==> src/rtl/mdu_issue_queue.sv <==
// Issue queue in front of the multiply/divide unit: buffers decoded MDU ops and
// issues the head op only while the MDU is idle. mfhi/mflo results come back tagged.
module mdu_issue_queue #(
    parameter int unsigned      DEPTH   = 2,
    parameter int unsigned      TYPEW   = 5,
    parameter logic [TYPEW-1:0] OP_MFHI = TYPEW'(7),
    parameter logic [TYPEW-1:0] OP_MFLO = TYPEW'(8)
) (
    input  logic             clk,
    input  logic             reset,
    input  logic             in_valid,
    output logic             in_ready,
    input  logic [TYPEW-1:0] in_type,
    input  logic [31:0]      in_a,
    input  logic [31:0]      in_b,
    input  logic [4:0]       in_tag,
    input  logic             flush,
    input  logic             mdu_busy,
    input  logic [31:0]      mdu_o,
    output logic [TYPEW-1:0] MDUType,
    output logic [31:0]      A,
    output logic [31:0]      B,
    output logic             res_valid,
    output logic [4:0]       res_tag,
    output logic [31:0]      res_data,
    output logic [15:0]      stall_cnt
);

    localparam int unsigned PW   = (DEPTH > 1) ? $clog2(DEPTH) : 1;
    localparam logic [PW:0] FULL = (PW+1)'(DEPTH);
    localparam logic [PW:0] ONE  = (PW+1)'(1);

    logic [TYPEW-1:0] type_mem [DEPTH];
    logic [31:0]      a_mem    [DEPTH];
    logic [31:0]      b_mem    [DEPTH];
    logic [4:0]       tag_mem  [DEPTH];

    logic [PW-1:0] rd_ptr;
    logic [PW-1:0] wr_ptr;
    logic [PW:0]   count;

    logic             push;
    logic             issue;
    logic [TYPEW-1:0] head_type;
    logic             head_mf;

    assign in_ready  = (count != FULL);
    assign push      = in_valid && in_ready && !flush;
    assign issue     = (count != '0) && !mdu_busy && !flush;
    assign head_type = type_mem[rd_ptr];
    assign head_mf   = (head_type == OP_MFHI) || (head_type == OP_MFLO);

    always_comb begin
        MDUType = '0;
        A       = '0;
        B       = '0;
        if (issue) begin
            MDUType = head_type;
            A       = a_mem[rd_ptr];
            B       = b_mem[rd_ptr];
        end
    end

    // Payload storage needs no reset: it is only read when count is non-zero.
    always_ff @(posedge clk) begin
        if (push) begin
            type_mem[wr_ptr] <= in_type;
            a_mem[wr_ptr]    <= in_a;
            b_mem[wr_ptr]    <= in_b;
            tag_mem[wr_ptr]  <= in_tag;
        end
    end

    always_ff @(posedge clk or negedge reset) begin
        if (!reset) begin
            rd_ptr <= '0;
            wr_ptr <= '0;
            count  <= '0;
        end else if (flush) begin
            rd_ptr <= '0;
            wr_ptr <= '0;
            count  <= '0;
        end else begin
            if (push) begin
                wr_ptr <= wr_ptr + PW'(1);
            end
            if (issue) begin
                rd_ptr <= rd_ptr + PW'(1);
            end
            if (push && !issue) begin
                count <= count + ONE;
            end else if (!push && issue) begin
                count <= count - ONE;
            end
        end
    end

    // mdu_o is sampled in the issue cycle, so an mf* sees hi/lo as left by earlier ops.
    always_ff @(posedge clk or negedge reset) begin
        if (!reset) begin
            res_valid <= 1'b0;
            res_tag   <= '0;
            res_data  <= '0;
        end else begin
            res_valid <= issue && head_mf;
            if (issue && head_mf) begin
                res_tag  <= tag_mem[rd_ptr];
                res_data <= mdu_o;
            end
        end
    end

    always_ff @(posedge clk or negedge reset) begin
        if (!reset) begin
            stall_cnt <= '0;
        end else if ((count != '0) && mdu_busy && !flush && (stall_cnt != 16'hFFFF)) begin
            stall_cnt <= stall_cnt + 16'd1;
        end
    end

endmodule

==> config.mk <==
export PLATFORM = sky130hd
export DESIGN_NAME = mdu_issue_queue
export DESIGN_NICKNAME = d
export VERILOG_FILES = /design/src/rtl/mdu_issue_queue.sv
export SDC_FILE = /design/constraint.sdc
export NUM_CORES = 1
export LEC_CHECK = 0
export ABC_AREA = 1
export BUFFER_PORTS_ARGS = -buffer_cell sky130_fd_sc_hd__buf_2
export CAP_MARGIN = 20
export CORE_MARGIN = 10
export CORE_UTILIZATION = 45
export CTS_BUF_LIST = sky130_fd_sc_hd__clkbuf_2
export CTS_CLUSTER_DIAMETER = 50
export DETAILED_ROUTE_END_ITERATION = 6
export GPL_TIMING_DRIVEN = 0
export PLACE_DENSITY_LB_ADDON = 0.15
export SYNTH_ARGS = -nofsm -noshare
export SYNTH_HDL_FRONTEND = slang
export SYNTH_SLANG_ARGS = --single-unit
==> constraint.sdc <==
create_clock -name clk -period 11.72 [get_ports clk]
set_input_delay 2.344 -clock clk [delete_from_list [all_inputs] [get_ports clk]]
set_output_delay 2.344 -clock clk [all_outputs]
set_load 0.005 [all_outputs]
==> results.md <==
* Crit path launch type: input port
* Synth unique cells at 25
* Clock Path Buffers at 3
* Synthesized cell area at 0.00834 mm^2
* Synth warn at 0
* Reg2reg setup slack at around 9.7 ns
* Required time of the critical path at ~9.4 ns
* Tightest Hold Check Type: reg -> reg
* First-pass GRT wire length at about 33000 um
* Clk root buf: clkbuf_2
* Initial antenna violation count at 8
* DRC at 0
* Die width at ~160 um
* Met3 Track Usage GR at 6.87%
* Status: complete, no violations
* Vias post-DR at 6358
* Asr flop ratio synth at about 28%
* Worst reg2reg endpoint: tag_mem[0][3]$_DFFE_PP_
* Area of the core at ~0.018 mm^2
* Max Clk Rate at 0.168 GHz
* Tmin final at 5.94 ns
* CTS resizes at 0
* Worst hold slack at 0.473 ns
* Area delta synth->final at 24.3%
* CP Max Fanout at 10
* CTS tree: done
* Cts hold-fix bufs at 0
* WP data arrival at between 3 and 4 ns
* Placed Area at a little under 0.01 mm^2
* Syn Inst Count at ~760
* Finished Core Util at 57.3%
* PwrDens at 174 mW/mm^2
* Reg2reg start: count[0]$_DFFE_PN0P_
* Routed Antenna Nets at 0
* Vias per inst at approximately 4.8
* Dpl hpwl at 15000 um
* Filler cell count at ~1600
* Drt pass-1 iters at 5
* Final Hold Violating Endpoints at 0
* Peak VDD IR at 79.7 uV
* Final period util at 50.7%
* Slew @ Worst Pin at around 0.58 ns
* Post CTS Setup Buffer Count at 0
* Slew headroom at around three fifths
* # rows at 49
* Final setup TNS at 0 ns
* Nets@finish at 1160
* Routability cong. at 0.766
* Synth Net Count at 867
* Gr usage total at 16.9%
* Syn avg cell area at roughly 11 um^2
* Max-Cap Viols at 0
* WL final at approximately 21000 um
* CP endpoint kind: primary output
* Die Area at 0.0244 mm^2
* Clock latency on the worst-skew pair at 0.81 ns
* Number of flops mapped to enable cells by yosys at 148
* Most common flop cell mapped by yosys: edfxtp_1
* Io pins at 235
* Hold Startpoint: res_data[8]$_DFFE_PN0P_
* Vias in the first global route at 6486
* WL per Instance at between 15 and 20 um
* Final Cell Area at 0.0104 mm^2
* Met2 Use GR at 26.7%
* Hold depth at 2
* Met1 Track Usage GR at roughly a fifth
* Gr busiest metal: met2
* Starting DRT DRC Count at 335
* Share of cells above drive strength 1 at 32.2%
* RSZ-0062 raised after global routing: no
* Largest net degree at the start of global routing at 40
* Worst Reg-to-Reg Cells at 7
* Clock slew at reported path FFs at 0.09 ns
* FF+latch area at 0.00590 mm^2
* Leak at 4.85 nW
* Die Y at ~160 um
* Yosys reg bits at between 200 and 250
* Initial core utilization at 46.1%
* Buffers added on ports at 234
* Setup CP Type: in -> out
* Final Slew Violations at 0
* Hold Path End: res_data[8]$_DFFE_PN0P_
* Sink Count at between 200 and 250
* Final setup viols at 0
* H-tree levels at 2
* Skew final at 0.0483 ns
* Sequential area share after synthesis at 70.7%
* Grt ovf at 0
* Num CTS Buffers at 52
* Multi-input gate area at 0.00211 mm^2
-- cells in the final DEF, fill, tap and decap left out, drive strengths merged --
master	n
o21ai	13
nor2	27
ha	1
inv	28
dfrtp	58
nand3	11
diode	5
clkbuf	88
o22ai	1
xnor2	8
nand3b	1
clkinv	19
nor3	1
nand2	309
clkinvlp	2
buf	263
edfxtp	148
a21oi	65
nand4	42
-- critical path, stage by stage --
cell,delay [ns]
buf_2,0.11
inv_2,0.09
nand2_2,0.21
clkbuf_1,0.49
nor2_1,0.17
buf_2,0.17
-- cell usage after synthesis, types with 8 or more instances --
cell	instances	area (um^2)
buf_2	8	40.0
inv_1	23	86.3
o21ai_0	11	55.1
edfxtp_1	148	4440
nand3_1	10	50.1
nand4_1	42	263
xnor2_1	8	70.1
nand2_1	307	1150
a21oi_1	65	325
dfrtp_1	58	1450
buf_4	11	82.6
nor2_1	26	97.6
clkbuf_1	17	63.8
-- report_power, final --
group / switching (mW) / internal, mW
clock: 0.279 / 0.164
sequential: 0.0508 / 0.895
combinational: 0.257 / 0.161
total: 0.587 / 1.22
-- stage by stage --
step	instances	setup WS [ns]	total power, mW
6_report	1319	5.78	1.81
5_1_grt	1316	5.66	1.94
4_1_cts	1314	5.73	1.84
3_5_place_dp	1223	5.73	1.39
3_3_place_gp	1218	3.56	1.38
2_1_floorplan	755	5.56	1.18
-- final cells by class --
type	count	share of cell area [%]
Clock buffer	71	3.43
Sequential cell	206	56.9
Antenna cell	5	0.121
Timing Repair Buffer	239	12.3
Inverter	29	1.05
Tap cell	229	2.77
Multi-Input combinational cell	479	20.3
Clock inverter	20	0.797
Buffer	41	2.34
-- layer usage --
layer	up-vias	wire (um)
met4	6	383
li1	3178	-
met2	249	9990
met5	-	26
met3	39	2120
met1	2886	8900
-- flip-flops by register name, summed over array words and instances, names as in the netlist --
signal	count
b_mem	64
tag_mem	10
res_tag	5
rd_ptr	1
count	2
stall_cnt	16
a_mem	64
type_mem	10
wr_ptr	1
res_valid	1
res_data	32
-- how the worst max path moves through the flow --
stage	start	end	slack, ns	depth (start not counted)
floorplan	in_valid	a_mem[0][0]$_DFFE_PP_	5.56	4
global placement	flush	a_mem[1][22]$_DFFE_PP_	3.56	4
detailed placement	flush	MDUType[0]	5.73	6
CTS	flush	MDUType[0]	5.73	6
global route	flush	MDUType[0]	5.66	6
finish	flush	MDUType[0]	5.78	6
-- logic make-up after synthesis --
| group | count (synthesis) | synth area share, % |
|---|---|---|
| DFF | 206 | 70.7 |
| and+or+nand+nor | 391 | 19.3 |
| buffers and inverters | 70 | 4.22 |
| adders and majority gates | 1 | 0.150 |
| AOI/OAI and AO/OA | 79 | 4.80 |
| xor gates and xnor gates | 8 | 0.840 |
No activity file was read; power rests on OpenSTA's default activity.
